### src/rtl/dphy_lp_pkg.sv
// Shared D-PHY low-power definitions: RX line-state encoding and LP line codes {Dp, Dn}.
package dphy_lp_pkg;

  typedef enum logic [2:0] {
    INIT      = 3'd0,
    STOP      = 3'd1,
    HS_RQST   = 3'd2,
    HS_PREP   = 3'd3,
    HS_RX     = 3'd4,
    ESC_WAIT  = 3'd5,
    WAIT_STOP = 3'd6
  } lp_state_t;

  localparam logic [1:0] LP11 = 2'b11;
  localparam logic [1:0] LP01 = 2'b01;
  localparam logic [1:0] LP10 = 2'b10;
  localparam logic [1:0] LP00 = 2'b00;

endpackage

### src/rtl/lp_sync2.sv
// Two-flop synchronizer of configurable width with a configurable reset value.
module lp_sync2 #(
  parameter int               W       = 1,
  parameter logic [W-1:0]     RST_VAL = '0
) (
  input  logic         clk,
  input  logic         rst_n,
  input  logic [W-1:0] d,
  output logic [W-1:0] q
);

  logic [W-1:0] meta;

  always_ff @(posedge clk or negedge rst_n) begin
    if (!rst_n) begin
      meta <= RST_VAL;
      q    <= RST_VAL;
    end else begin
      meta <= d;
      q    <= meta;
    end
  end

endmodule

### src/rtl/rx_lp_fsm.sv
// D-PHY RX low-power line-state FSM: detects SoT (LP-11 -> LP-01 -> LP-00), sequences
// HS termination/settle, reports end of HS, illegal sequences and escape entry.
module rx_lp_fsm
  import dphy_lp_pkg::*;
#(
  parameter int T_INIT      = 4,
  parameter int T_LPX_MIN   = 2,
  parameter int T_TERM_EN   = 1,
  parameter int T_HS_SETTLE = 4,
  parameter int CNT_W       = 8
) (
  input  logic RX_BYTE_clk,
  input  logic RX_rst,
  input  logic LP_Dp,
  input  logic LP_Dn,
  output logic RX_STOP_STATE,
  output logic RX_HS_TERM_EN,
  output logic RX_HS_ACTIVE,
  output logic RX_HS_END,
  output logic RX_ERR_SOT_SEQ,
  output logic RX_ESC_DET
);

  localparam logic [CNT_W-1:0] INIT_TH   = CNT_W'(T_INIT - 1);
  localparam logic [CNT_W-1:0] LPX_TH    = CNT_W'(T_LPX_MIN);
  localparam logic [CNT_W-1:0] TERM_TH   = CNT_W'(T_TERM_EN);
  localparam logic [CNT_W-1:0] SETTLE_TH = CNT_W'(T_HS_SETTLE - 1);
  localparam logic [CNT_W-1:0] CNT_MAX   = '1;

  logic [1:0]       lp_s;
  lp_state_t        state;
  logic [CNT_W-1:0] cnt;
  logic             hs_end_q;
  logic             err_q;
  logic             esc_q;

  lp_sync2 #(
    .W       (2),
    .RST_VAL (LP11)
  ) u_sync (
    .clk   (RX_BYTE_clk),
    .rst_n (RX_rst),
    .d     ({LP_Dp, LP_Dn}),
    .q     (lp_s)
  );

  // Every transition also clears cnt; otherwise cnt counts up and holds at its maximum.
  always_ff @(posedge RX_BYTE_clk or negedge RX_rst) begin
    if (!RX_rst) begin
      state    <= INIT;
      cnt      <= '0;
      hs_end_q <= 1'b0;
      err_q    <= 1'b0;
      esc_q    <= 1'b0;
    end else begin
      hs_end_q <= 1'b0;
      err_q    <= 1'b0;
      esc_q    <= 1'b0;
      cnt      <= (cnt == CNT_MAX) ? cnt : cnt + 1'b1;
      case (state)
        INIT: begin
          if (lp_s != LP11) begin
            cnt <= '0;
          end else if (cnt >= INIT_TH) begin
            state <= STOP;
            cnt   <= '0;
          end
        end
        STOP: begin
          case (lp_s)
            LP01: begin
              state <= HS_RQST;
              cnt   <= '0;
            end
            LP10: begin
              state <= ESC_WAIT;
              cnt   <= '0;
              esc_q <= 1'b1;
            end
            LP00: begin
              state <= WAIT_STOP;
              cnt   <= '0;
              err_q <= 1'b1;
            end
            default: ;
          endcase
        end
        HS_RQST: begin
          case (lp_s)
            LP00: begin
              cnt <= '0;
              if (cnt >= LPX_TH) begin
                state <= HS_PREP;
              end else begin
                state <= WAIT_STOP;
                err_q <= 1'b1;
              end
            end
            LP11: begin
              state <= STOP;
              cnt   <= '0;
              err_q <= 1'b1;
            end
            LP10: begin
              state <= WAIT_STOP;
              cnt   <= '0;
              err_q <= 1'b1;
            end
            default: ;
          endcase
        end
        HS_PREP: begin
          // A return to LP-11 wins over the settle exit; 01/10 are unreliable here.
          if (lp_s == LP11) begin
            state <= STOP;
            cnt   <= '0;
            err_q <= 1'b1;
          end else if (cnt == SETTLE_TH) begin
            state <= HS_RX;
            cnt   <= '0;
          end
        end
        HS_RX: begin
          if (lp_s == LP11) begin
            state    <= STOP;
            cnt      <= '0;
            hs_end_q <= 1'b1;
          end
        end
        ESC_WAIT, WAIT_STOP: begin
          if (lp_s == LP11) begin
            state <= STOP;
            cnt   <= '0;
          end
        end
        default: begin
          state <= INIT;
          cnt   <= '0;
        end
      endcase
    end
  end

  assign RX_STOP_STATE  = (state == STOP);
  assign RX_HS_TERM_EN  = ((state == HS_PREP) && (cnt >= TERM_TH)) || (state == HS_RX);
  assign RX_HS_ACTIVE   = (state == HS_RX);
  assign RX_HS_END      = hs_end_q;
  assign RX_ERR_SOT_SEQ = err_q;
  assign RX_ESC_DET     = esc_q;

endmodule
### config.mk
export PLATFORM = sky130hd
export DESIGN_NAME = rx_lp_fsm
export DESIGN_NICKNAME = d
export VERILOG_FILES = /design/src/rtl/dphy_lp_pkg.sv /design/src/rtl/lp_sync2.sv /design/src/rtl/rx_lp_fsm.sv
export SDC_FILE = /design/constraint.sdc
export NUM_CORES = 1
export LEC_CHECK = 0
export ABC_CLOCK_PERIOD_IN_PS = 2300
export CORE_ASPECT_RATIO = 1.5
export CORE_MARGIN = 1.5
export CORE_UTILIZATION = 56
export DETAILED_ROUTE_END_ITERATION = 8
export GPL_TIMING_DRIVEN = 0
export PLACE_DENSITY = 0.74
export SLEW_MARGIN = 40
export SYNTH_ARGS = -nofsm -noshare
export SYNTH_HDL_FRONTEND = slang
export SYNTH_SLANG_ARGS = --single-unit
### constraint.sdc
create_clock -name RX_BYTE_clk -period 2.3 [get_ports RX_BYTE_clk]
set_input_delay 0.575 -clock RX_BYTE_clk [delete_from_list [all_inputs] [get_ports RX_BYTE_clk]]
set_output_delay 0.575 -clock RX_BYTE_clk [all_outputs]
set_load 0.01 [all_outputs]
==> out/qor.txt <==
Int Power = 448 µW
Net Count, Synth = 141
TritonCTS clock tree = done
post-route clock period utilization = 95.5%
ant diodes = 0
M3 GR Usage = 3.38%
dominant cells by area after synthesis = dfrtp_1 30%, ha_1 12%, dfstp_2 8.9%
Max IR drop VDD = 0.403 mV
post-synthesis register bit count = 18
row cnt = 20
num ports = 10
Net Sw Frac = 24.5%
most frequent cell after synthesis = dfrtp_1
DIE AREA = 2400 µm²
worst skew pair latency = 300 ps
Congestion Overflow GR = 0
Maximum Capacitance Violations = 0
GRT Overall Usage = 24.2%
die span in x = 40.5 µm
achievable frequency = 455 MHz
clock skew = 6.27 ps
initial DRC count = 20
outcome = complete, no violations
core area = 2000 µm²
post-synthesis sequential area ratio = 38.6%
DR DRC count = 0
CP arrival = 1620 ps
Worst path slowest cell = or3b_4
final hold viol count = 0
critical-path cell list = clkbuf_4 > or3b_4 > inv_1 > dlygate4sd2_1
power density cells = 429 nW/µm²
Synth Cell Area = 1180 µm²
P_sw = 146 µW
Slew @ Worst Pin = 472 ps
Worst path top cell family by delay = buffers and inverters
Worst slew margin = 68.3%
largest family of logic cells by synthesized area = simple AND/OR/NAND/NOR gates
clock share of power = 33.5%
DP HPWL = 1810 µm
CTS Buffer Depth = 2
vias per cell = 6.16
via count = 1016
# H-tree levels = 1
Initial Utilization = 58.9%
XOR/XNOR Fraction of Synth Area = 2.23%
Worst EP required = 1730 ps
Synth Area in Adders = 11.7%
met2 Use GR = 43.8%
Top Usage Layer GRT = met2
Yosys top cell by area = dfrtp_1
P_leak = 0.000592 µW
Ys Warns = 0
CTS sink cnt = 18
Reg power frac = 55.9%
Util after Layout = 69.1%
Synth Area in Compound Gates = 15.2%
GR Layer Usage met1 = 26.2%
Reg clk slew, reported paths = 110 ps
gpl congestion = 0.737
P&R area growth vs syn = 17.3%
Placed Cells = 157
Distinct cells, synth = 42
Worst Path Max Fanout = 10
Final Cell Area = 1380 µm²
dpl cell area = 1300 µm²
Post-DRT Antenna Nets = 0
worst path bufs/invs = 3
drt first pass iters = 5
Crit path largest cell delay = 430 ps
Die Ht = 59.2 µm
Final Non-Filler Cells = 165
WL/cell = 15.3 µm
vias in the first global route = 940
Post-synth ARST share = 100%
worst setup path start = state[2]$_DFFE_PN0P_
final setup violation count = 0
Most used DFF post-synth = dfrtp_1
mux cell area share after synthesis = 0.848%
kind of critical path = flip-flop to output pin
post-cts hold buffer count = 0
fill count = 170
hold slack = 191 ps
fraction of the mapped netlist area in simple logic gates = 26.9%
Mapped Cells = 126
antenna violations before repair = 0
number of synthesized flops with an enable pin = 0
class of the worst hold path = primary input to asynchronous set/reset pin
nature of the critical path startpoint = flip-flop
RSZ-0062 raised after global routing = no
pin count of the biggest net entering global routing = 19
CTS Buf Count = 3
I/O Buffers = 9
first-pass GRT wire length = 3970 µm
Final #Nets = 159
most instantiated cells after synthesis = 14 x dfrtp_1, 13 x nor2_1, 11 x ha_1
Total Power = 593 µW
Synth top area share = 29.7%
WL final = 2530 µm
Tmin final = 2200 ps
logic gate share of total power = 10.6%
Slew Viols, Final = 0
layout cells sized above 1 = 18.9%
Root Driver = clkbuf_4
crit end category = output pin
worst reg2reg path startpoint = cnt[0]$_DFF_PN0_
syn avg cell area = 9.36 µm²
[area by class of cell]
class	count	area, µm²	share of cell area (%)
inverter	6	26.3	1.90
multi-input combinational	95	684	49.5
tap	22	27.5	1.99
clock buffer	4	36.3	2.62
buffer	7	41.3	2.98
sequential	18	455	32.9
timing repair buffer	13	113	8.14
[placed cells by master, fill, tap and decap left out, types with 2 or more instances in the layout]
master and n:
nand3b_1 3, dlygate4sd2_1 2, dfrtp_1 14, nor4_1 3
clkdlybuf4s50_1 5, a21oi_1 4, nor3_1 5, ha_1 11
and2_1 3, buf_4 5, nor2_1 13, xor2_1 2
clkbuf_4 5, nand3_1 4, o21bai_1 2, dfstp_2 4
or3_1 2, o21ai_0 4, buf_2 4, nand4_1 2
a211oi_1 4, a31oi_1 4, nor2b_1 2, nand2_1 5
and3_1 2, inv_1 5
[path summary, 6_finish.rpt]
check,end,slack [ps],cells after the start
max in group asynchronous,u_sync.meta[0]$_DFF_PN1_,1790,1
max reg2reg,RX_ERR_SOT_SEQ$_DFF_PN0_,280,6
min in group RX_BYTE_clk,u_sync.q[0]$_DFF_PN1_,360,0
min,cnt[7]$_DFF_PN0_,190,1
max,RX_STOP_STATE,100,4
min reg2reg,u_sync.q[0]$_DFF_PN1_,360,0
[power by group through the flow]
stage / clock (µW) / combinational (µW) / sequential, µW
after floorplan: 0 / 39.3 / 337
after global placement: 0 / 60.0 / 337
after detailed placement: 0 / 62.5 / 338
after CTS: 199 / 63.3 / 332
after global routing: 216 / 70.9 / 333
final: 199 / 62.7 / 332
[state kept, by name, indices dropped and copies added (netlist names)]
name,count
RX_ERR_SOT_SEQ,1
RX_ESC_DET,1
RX_HS_END,1
cnt,8
state,3
u_sync.meta,2
u_sync.q,2
[metal layers]
metal  wire length (µm)  vias up
met5                  0        -
met4                 45        0
met3                 96        6
met2               1400       29
met1                983      491
li1                   -      490
[what timing repair did]
action / 4_1_cts / 5_1_grt
gates resized for setup: 9 / 6
buffers inserted: 1 / 3
pin swaps: 1 / 1
endpoints found under the setup margin: 3 / 1
[cell families after synthesis]
family                     after synthesis
and+or+nand+nor                         54
AOI/OAI and AO/OA                       26
buffers and inverters                   13
muxes                                    1
DFF                                     18
xor gates and xnor gates                 3
adders and majority gates               11
[through the flow]
step	worst slack, ps	TNS (ps)
detailed placement	-57.1	-57.1
CTS	67.7	0
global route	7.53	0
finish	103	0
floorplan	426	0
global placement	-61.4	-61.4
[worst reg2reg max path, cell delays in order, from the launching register on]
cell,delay (ps)
dfrtp_1,410
inv_1,110
ha_1,200
nor4_1,460
a311oi_1,170
or4b_1,470
a21oi_1,140
Note: power is estimated with default switching activity, not from simulation.
